$ cat config.mk
export PLATFORM = sky130hd
export DESIGN_NAME = fpumulp
export DESIGN_NICKNAME = d
export VERILOG_FILES = /design/src/rtl/fpumulp.sv
export SDC_FILE = /design/constraint.sdc
export NUM_CORES = 2
export LEC_CHECK = 0
export CAP_MARGIN = 20
export CORE_ASPECT_RATIO = 2
export CORE_MARGIN = 5
export CORE_UTILIZATION = 45
export CTS_BUF_LIST = sky130_fd_sc_hd__clkbuf_4 sky130_fd_sc_hd__clkbuf_8 sky130_fd_sc_hd__clkbuf_16
export DETAILED_ROUTE_END_ITERATION = 6
export HOLD_SLACK_MARGIN = 0.1
export PLACE_DENSITY = 0.71
export SLEW_MARGIN = 5
export SYNTH_ARGS = -nofsm -noshare
export SYNTH_HDL_FRONTEND = slang
export SYNTH_SLANG_ARGS = --single-unit
$ cat constraint.sdc
create_clock -name clk -period 4.8 [get_ports clk]
set_clock_uncertainty 0.05 [all_clocks]
set_input_delay 0.96 -clock clk [delete_from_list [all_inputs] [get_ports clk]]
set_output_delay 0.96 -clock clk [all_outputs]
set_load 0.01 [all_outputs]
$ cat src/rtl/fpumulp.sv
// fpumulp: three-stage pipelined floating-point multiplier on the extended-exponent register format.
// Define FPUMULP_FLAG_ACCUM_EN to build the sticky flags_acc register cleared by flags_clr.
module fpumulp #(
  parameter int EXP_W = 9,
  parameter int MAN_W = 23,
  parameter int TAG_W = 8
) (
  input  logic                 clk,
  input  logic                 rst,
  input  logic                 in_valid,
  output logic                 in_ready,
  input  logic [EXP_W+MAN_W:0] a,
  input  logic [EXP_W+MAN_W:0] b,
  input  logic                 copy_a,
  input  logic [2:0]           rmode,
  input  logic [TAG_W-1:0]     tag_in,
  output logic                 out_valid,
  input  logic                 out_ready,
  output logic [EXP_W+MAN_W:0] res,
  output logic [3:0]           flags,
  output logic [TAG_W-1:0]     tag_out,
  output logic [3:0]           flags_acc,
  input  logic                 flags_clr
);
  localparam int W  = EXP_W + MAN_W + 1;
  localparam int PW = 2 * MAN_W + 2;
  localparam int EW = EXP_W + 2;
  localparam logic [EXP_W-1:0]     EXP_INF = {{(EXP_W-1){1'b1}}, 1'b0};
  localparam logic [EXP_W-1:0]     EXP_MAX = {{(EXP_W-2){1'b1}}, 2'b01};
  localparam logic signed [EW-1:0] BIAS    = {3'b000, {(EXP_W-1){1'b1}}};
  localparam logic signed [EW-1:0] E_OVF   = {2'b00, EXP_INF};
  localparam logic [W-1:0]         QNAN    = {1'b1, 1'b0, {(EXP_W-1){1'b1}}, 1'b1, {(MAN_W-1){1'b0}}};

  function automatic logic [W-1:0] pack(input logic s, input logic [EXP_W-1:0] e,
                                        input logic [MAN_W-1:0] m);
    return {e[EXP_W-1], s, e[EXP_W-2:0], m};
  endfunction

  function automatic logic round_up(input logic [2:0] rm, input logic s, input logic lsb,
                                    input logic g, input logic st);
    case (rm)
      3'd0:    round_up = 1'b0;
      3'd1:    round_up = g;
      3'd3:    round_up = ~s & (g | st);
      3'd4:    round_up = s & (g | st);
      default: round_up = g & (st | lsb);
    endcase
  endfunction

  function automatic logic ovf_to_inf(input logic [2:0] rm, input logic s);
    case (rm)
      3'd0:    ovf_to_inf = 1'b0;
      3'd3:    ovf_to_inf = ~s;
      3'd4:    ovf_to_inf = s;
      default: ovf_to_inf = 1'b1;
    endcase
  endfunction

  logic                 r_vld_p1, r_vld_p2, r_vld_p3;
  logic                 w_adv1, w_adv2, w_adv3;
  logic [EXP_W-1:0]     w_ea, w_eb;
  logic                 w_za, w_zb, w_ia, w_ib, w_na, w_nb, w_sign, w_spec;
  logic [PW-1:0]        w_ma_x, w_mb_x, w_prod;
  logic signed [EW-1:0] w_esum;
  logic [W-1:0]         w_spec_res;
  logic [3:0]           w_spec_flg;

  // Handshake: each stage advances when the stage after it can take its contents
  assign w_adv3    = ~r_vld_p3 | out_ready;
  assign w_adv2    = ~r_vld_p2 | w_adv3;
  assign w_adv1    = ~r_vld_p1 | w_adv2;
  assign in_ready  = w_adv1;

  assign w_ea   = {a[W-1], a[W-3:MAN_W]};
  assign w_eb   = {b[W-1], b[W-3:MAN_W]};
  assign w_za   = (w_ea == '0);
  assign w_zb   = (w_eb == '0);
  assign w_ia   = (w_ea == EXP_INF);
  assign w_ib   = (w_eb == EXP_INF);
  assign w_na   = &w_ea;
  assign w_nb   = &w_eb;
  assign w_sign = a[W-2] ^ b[W-2];
  assign w_ma_x = {{(MAN_W+1){1'b0}}, 1'b1, a[MAN_W-1:0]};
  assign w_mb_x = {{(MAN_W+1){1'b0}}, 1'b1, b[MAN_W-1:0]};
  assign w_prod = w_ma_x * w_mb_x;
  assign w_esum = $signed({2'b00, w_ea}) + $signed({2'b00, w_eb}) - BIAS;

  always_comb begin
    w_spec     = 1'b1;
    w_spec_res = '0;
    w_spec_flg = '0;
    if (copy_a) begin
      w_spec_res = a;
    end else if ((w_ia & w_zb) | (w_za & w_ib)) begin
      w_spec_res = QNAN;
      w_spec_flg = 4'b0001;
    end else if (w_na | w_nb) begin
      w_spec_res    = QNAN;
      w_spec_flg[0] = (w_na & ~a[MAN_W-1]) | (w_nb & ~b[MAN_W-1]);
    end else if (w_ia | w_ib) begin
      w_spec_res = pack(w_sign, EXP_INF, '0);
    end else if (w_za | w_zb) begin
      w_spec_res = pack(w_sign, '0, '0);
    end else begin
      w_spec = 1'b0;
    end
  end

  // Stage 1: raw product, biased exponent sum, special-case result
  logic [PW-1:0]        r_prod_p1;
  logic signed [EW-1:0] r_e_p1;
  logic                 r_sign_p1, r_spec_p1;
  logic [W-1:0]         r_sres_p1;
  logic [3:0]           r_sflg_p1;
  logic [2:0]           r_rm_p1;
  logic [TAG_W-1:0]     r_tag_p1;

  always_ff @(negedge clk) begin
    if (w_adv1 && in_valid) begin
      r_prod_p1 <= w_prod;
      r_e_p1    <= w_esum;
      r_sign_p1 <= w_sign;
      r_spec_p1 <= w_spec;
      r_sres_p1 <= w_spec_res;
      r_sflg_p1 <= w_spec_flg;
      r_rm_p1   <= rmode;
      r_tag_p1  <= tag_in;
    end
  end

  logic                 w_hi, w_g2, w_st2;
  logic [MAN_W-1:0]     w_man2;
  logic signed [EW-1:0] w_e2;

  assign w_hi   = r_prod_p1[PW-1];
  assign w_man2 = w_hi ? r_prod_p1[PW-2 -: MAN_W] : r_prod_p1[PW-3 -: MAN_W];
  assign w_g2   = w_hi ? r_prod_p1[MAN_W] : r_prod_p1[MAN_W-1];
  assign w_st2  = w_hi ? |r_prod_p1[MAN_W-1:0] : |r_prod_p1[MAN_W-2:0];
  assign w_e2   = r_e_p1 + $signed({{(EW-1){1'b0}}, w_hi});

  // Stage 2: normalised mantissa, guard/sticky and the round-up decision
  logic [MAN_W-1:0]     r_man_p2;
  logic signed [EW-1:0] r_e_p2;
  logic                 r_g_p2, r_st_p2, r_up_p2, r_sign_p2, r_spec_p2;
  logic [W-1:0]         r_sres_p2;
  logic [3:0]           r_sflg_p2;
  logic [2:0]           r_rm_p2;
  logic [TAG_W-1:0]     r_tag_p2;

  always_ff @(negedge clk) begin
    if (w_adv2 && r_vld_p1) begin
      r_man_p2  <= w_man2;
      r_e_p2    <= w_e2;
      r_g_p2    <= w_g2;
      r_st_p2   <= w_st2;
      r_up_p2   <= round_up(r_rm_p1, r_sign_p1, w_man2[0], w_g2, w_st2);
      r_sign_p2 <= r_sign_p1;
      r_spec_p2 <= r_spec_p1;
      r_sres_p2 <= r_sres_p1;
      r_sflg_p2 <= r_sflg_p1;
      r_rm_p2   <= r_rm_p1;
      r_tag_p2  <= r_tag_p1;
    end
  end

  logic [MAN_W:0]       w_sum3;
  logic signed [EW-1:0] w_e3;
  logic [W-1:0]         w_res3;
  logic [3:0]           w_flg3;

  // A carry out of the mantissa leaves the low bits at zero, so only the exponent moves
  assign w_sum3 = {1'b0, r_man_p2} + {{MAN_W{1'b0}}, r_up_p2};
  assign w_e3   = r_e_p2 + $signed({{(EW-1){1'b0}}, w_sum3[MAN_W]});

  always_comb begin
    w_res3 = '0;
    w_flg3 = '0;
    if (r_spec_p2) begin
      w_res3 = r_sres_p2;
      w_flg3 = r_sflg_p2;
    end else if (w_e3 >= E_OVF) begin
      w_flg3 = 4'b1010;
      w_res3 = ovf_to_inf(r_rm_p2, r_sign_p2) ? pack(r_sign_p2, EXP_INF, '0)
                                              : pack(r_sign_p2, EXP_MAX, '1);
    end else if (w_e3[EW-1] || (w_e3 == '0)) begin
      w_flg3 = 4'b1100;
      w_res3 = pack(r_sign_p2, '0, '0);
    end else begin
      w_flg3 = {r_g_p2 | r_st_p2, 3'b000};
      w_res3 = pack(r_sign_p2, w_e3[EXP_W-1:0], w_sum3[MAN_W-1:0]);
    end
  end

  // Stage 3: packed result held at the output until the consumer takes it
  logic [W-1:0]     r_res_p3;
  logic [3:0]       r_flags_p3;
  logic [TAG_W-1:0] r_tag_p3;

  always_ff @(negedge clk or posedge rst) begin
    if (rst) begin
      r_vld_p1   <= 1'b0;
      r_vld_p2   <= 1'b0;
      r_vld_p3   <= 1'b0;
      r_res_p3   <= '0;
      r_flags_p3 <= '0;
      r_tag_p3   <= '0;
    end else begin
      if (w_adv1) r_vld_p1 <= in_valid;
      if (w_adv2) r_vld_p2 <= r_vld_p1;
      if (w_adv3) begin
        r_vld_p3 <= r_vld_p2;
        if (r_vld_p2) begin
          r_res_p3   <= w_res3;
          r_flags_p3 <= w_flg3;
          r_tag_p3   <= r_tag_p2;
        end
      end
    end
  end

  assign out_valid = r_vld_p3;
  assign res       = r_res_p3;
  assign flags     = r_flags_p3;
  assign tag_out   = r_tag_p3;

`ifdef FPUMULP_FLAG_ACCUM_EN
  logic [3:0] r_flags_acc;

  always_ff @(negedge clk or posedge rst) begin
    if (rst)                        r_flags_acc <= '0;
    else if (flags_clr)             r_flags_acc <= '0;
    else if (r_vld_p3 && out_ready) r_flags_acc <= r_flags_acc | r_flags_p3;
  end

  assign flags_acc = r_flags_acc;
`else
  logic w_unused_clr;
  assign w_unused_clr = flags_clr;
  assign flags_acc    = '0;
`endif
endmodule
==> results_dict.tcl <==
set metrics [dict create \
    violations "DRC, setup timing" \
    ctsLongestPathBuffers 3 \
    drtIter0Drc 1494 \
    grt-ovfl-total 0 \
    grt_pass1_vias 26500 \
    start_util_pct 45.5 \
    worst_pin_slew_ns 0.868 \
    slew_violations 0 \
    wirelength_um 96100 \
    post-dp-hpwl_um 66000 \
    io_pins 134 \
    die_w_um 190 \
    crit_slowest_cell "fa_1" \
    grt_max_degree 43 \
    holdPathStages 2 \
    critPathMostFrequentCell "fa_1" \
    area_delta_synth_final_pct 37.7 \
    synth_edf_count 190 \
    grt_antenna_before_repair 5 \
    ys_types 87 \
    cts_max_level 1 \
    drc 2 \
    synth_flop_cell "edfxtp_1" \
    die_h_um 369 \
    nets 4436 \
    synthCells 2904 \
    hold_viol 0 \
    nFillCells 4624 \
    ys_seq_area_share_pct 23.8 \
    port-buffer-count 128 \
    path_clk_slew_ns 0.06 \
    fin_tns_setup_ns -170.60 \
    place_congestion 0.909 \
    wl_per_cell_um 21.4 \
    antenna_left 0 \
    stdcell_count 4485 \
    via_per_inst 5.30 \
    core-area_um2 63900 \
    cp_num_cells 23 \
    cts_sinks 238 \
    num_vias 23800 \
    async_flop_share_pct 20.2 \
    clock_insertion_delay_worst_skew_ns 0.59 \
    dieArea_um2 70100 \
    drtPass1Iterations 7 \
    final-setup-viol-count 49 \
    num_rows 131 \
    required_ns 2.65 \
    multi_input_area_um2 21300 \
    path_delay_family "adder cells" \
    grt.total_usage_pct 26.7 \
    hold_class "register to register" \
    syn_area_um2 29100 \
    critical_path_class "input pin to register" \
    drive_above_1_share_pct 29.8 \
    maxCapViolCount 0 \
    path_cells "buf_12 -> buf_12 -> buf_8 -> clkinvlp_4 -> buf_4 -> fa_1 -> fa_1 -> fa_1 -> inv_2 -> fa_1 -> fa_1 -> fa_1 -> inv_1 -> fa_1 -> inv_2 -> ha_4 -> a21oi_2 -> o21ai_2 -> o21bai_1 -> a211o_4 -> a211o_1 -> and3_1 -> or3_1" \
    crit_path_start_kind "input pin" \
    rr_worst_depth 15 \
    status "complete, but fails checks" \
    setup_slack_ns -4.59 \
    cts_tree "yes" \
    dp_cells 4082 \
    yosysWarnings 0 \
    crit_arrival_ns 7.24 \
    cts-root-buf "clkbuf_16" \
    avgSynthCellArea_um2 10.0 \
    cts_buffers 19 \
    whs_ns 0.306 \
    ys_seq_elements 238 \
    cp_slowest_stage_delay_ns 0.57 \
    ff_latch_area_um2 6910 \
    grt_pass1_wl_um 144000 \
    crit_fanout 4 \
    slew_headroom_pct 42.1 \
    rsz0062_at_grt "true" \
    critPathBufInv 8 \
    end_kind "register" \
]
## flip-flops by register name, indices dropped and copies added, names as in the netlist, 3 cells and up
signal and flops:
r_man_p2 23, r_rm_p2 3, res 33, r_e_p1 11, tag_out 8, r_tag_p2 8, r_sres_p1 33, r_e_p2 11
r_rm_p1 3, r_prod_p1 48, flags 4, r_sres_p2 33, r_tag_p1 8
## cell usage in the layout (no fill, tap or decap), types with 9 or more instances in the layout
cell type	count
inv_1	714
fa_1	445
buf_4	378
nand2_1	350
and2_1	214
edfxtp_1	190
ha_1	130
buf_6	108
inv_2	76
buf_12	72
and2_4	67
ha_4	60
nor2_1	54
dlygate4sd2_1	50
xnor2_1	49
dfrtn_1	48
o21ai_0	44
fa_2	38
a21o_1	34
a21oi_1	29
nand3_1	28
a22oi_1	27
xor2_1	26
mux2_2	25
clkdlybuf4s50_1	23
nand2_2	20
clkbuf_16	20
a21oi_2	19
nor3_1	17
buf_8	16
nand4_1	15
nor2_2	15
and3_1	13
xnor2_2	12
a21oi_4	11
buf_16	11
o21ai_2	10
o21bai_1	10
a211oi_1	9
bufbuf_16	9
## final timing paths
| check | startpoint | slack, ns | end |
|---|---|---|---|
| max reg2reg | r_man_p2[5] | 0.51 | flags[3] |
| min reg2reg | r_tag_p2[0] | 0.31 | tag_out[0] |
| min in group asynchronous | rst | 2.90 | tag_out[1] |
| min | r_tag_p2[0] | 0.31 | tag_out[0] |
| max | a[5] | -4.59 | r_prod_p1[46] |
| max in group asynchronous | rst | 1.30 | res[19] |
## tightest hold or removal path, cell delays in order, from the launching register on
cell,delay [ns]
edfxtp_1,0.31
nand2_1,0.04
nand2_1,0.04
## layer usage
layer / vias to the layer above / track usage (%) / wire length [µm] / part of all wire (%)
met4: 0 / 22.3 / 10400 / 11
met2: 987 / 51.2 / 52500 / 55
li1: 10500 / - / - / -
met5: - / 0 / 0 / 0
met1: 11800 / 24.6 / 28800 / 30
met3: 449 / 2.69 / 4460 / 4.6
## per-stage QoR
step                cell area [µm²]  worst slack, ns  utilization [%]
CTS                           39200            -4.51             61.3
finish                        40000            -4.59             62.6
global route                  40000            -4.72             62.6
floorplan                     30300            -4.79                -
detailed placement            35100            -5.55             54.9
global placement              35100            -5.49             54.9
## final cells by class
type / instances / share of cell area, %
clock buffers: 19 / 1.19
flip-flops and latches: 238 / 17.3
clock inverters: 204 / 2.10
repair buffers: 687 / 17.9
diodes: 1 / 0.00625
well taps: 798 / 2.49
multi-input cells: 1927 / 53.2
inverters: 611 / 5.89
## Yosys cell counts, drive strengths merged (13+ instances only)
master / instances / area [µm²]
buf: 15 / 109
and2: 281 / 1760
ha: 196 / 2450
inv: 609 / 2290
and3: 15 / 95.1
nand2: 378 / 1420
o21ai: 65 / 333
clkbuf: 112 / 432
dfrtn: 48 / 1200
xor2: 28 / 245
edfxtp: 190 / 5710
a211oi: 13 / 103
nor2: 76 / 295
nand4: 15 / 93.8
a21o: 36 / 272
nand3: 35 / 185
mux2: 25 / 282
fa: 483 / 9670
a21oi: 59 / 299
nor3: 19 / 105
a22oi: 27 / 203
xnor2: 63 / 559
## logic make-up (layout without fill, tap and decap cells)
family	after synthesis	in the layout	synth area share [%]
AO/OA/AOI/OAI	258	258	6.01
flip-flops	238	238	23.8
buffers and inverters	742	1521	9.87
other	1	5	0.0129
adder cells (fa/ha/maj)	679	679	41.7
AND/OR/NAND/NOR	867	867	14.8
XOR/XNOR	91	91	2.77
multiplexers	28	28	1.07
## repair_timing
item | CTS | global route
setup buffers | 131 | 55
hold buffers | 0 | 0
gates cloned | 22 | 1
endpoints found under the setup margin | 100 | 53
resized for setup | 614 | 222
pin swaps | 216 | 180
Power is not shown: default switching activity piles up to over one toggle a cycle in this logic, so the estimate is an artifact.
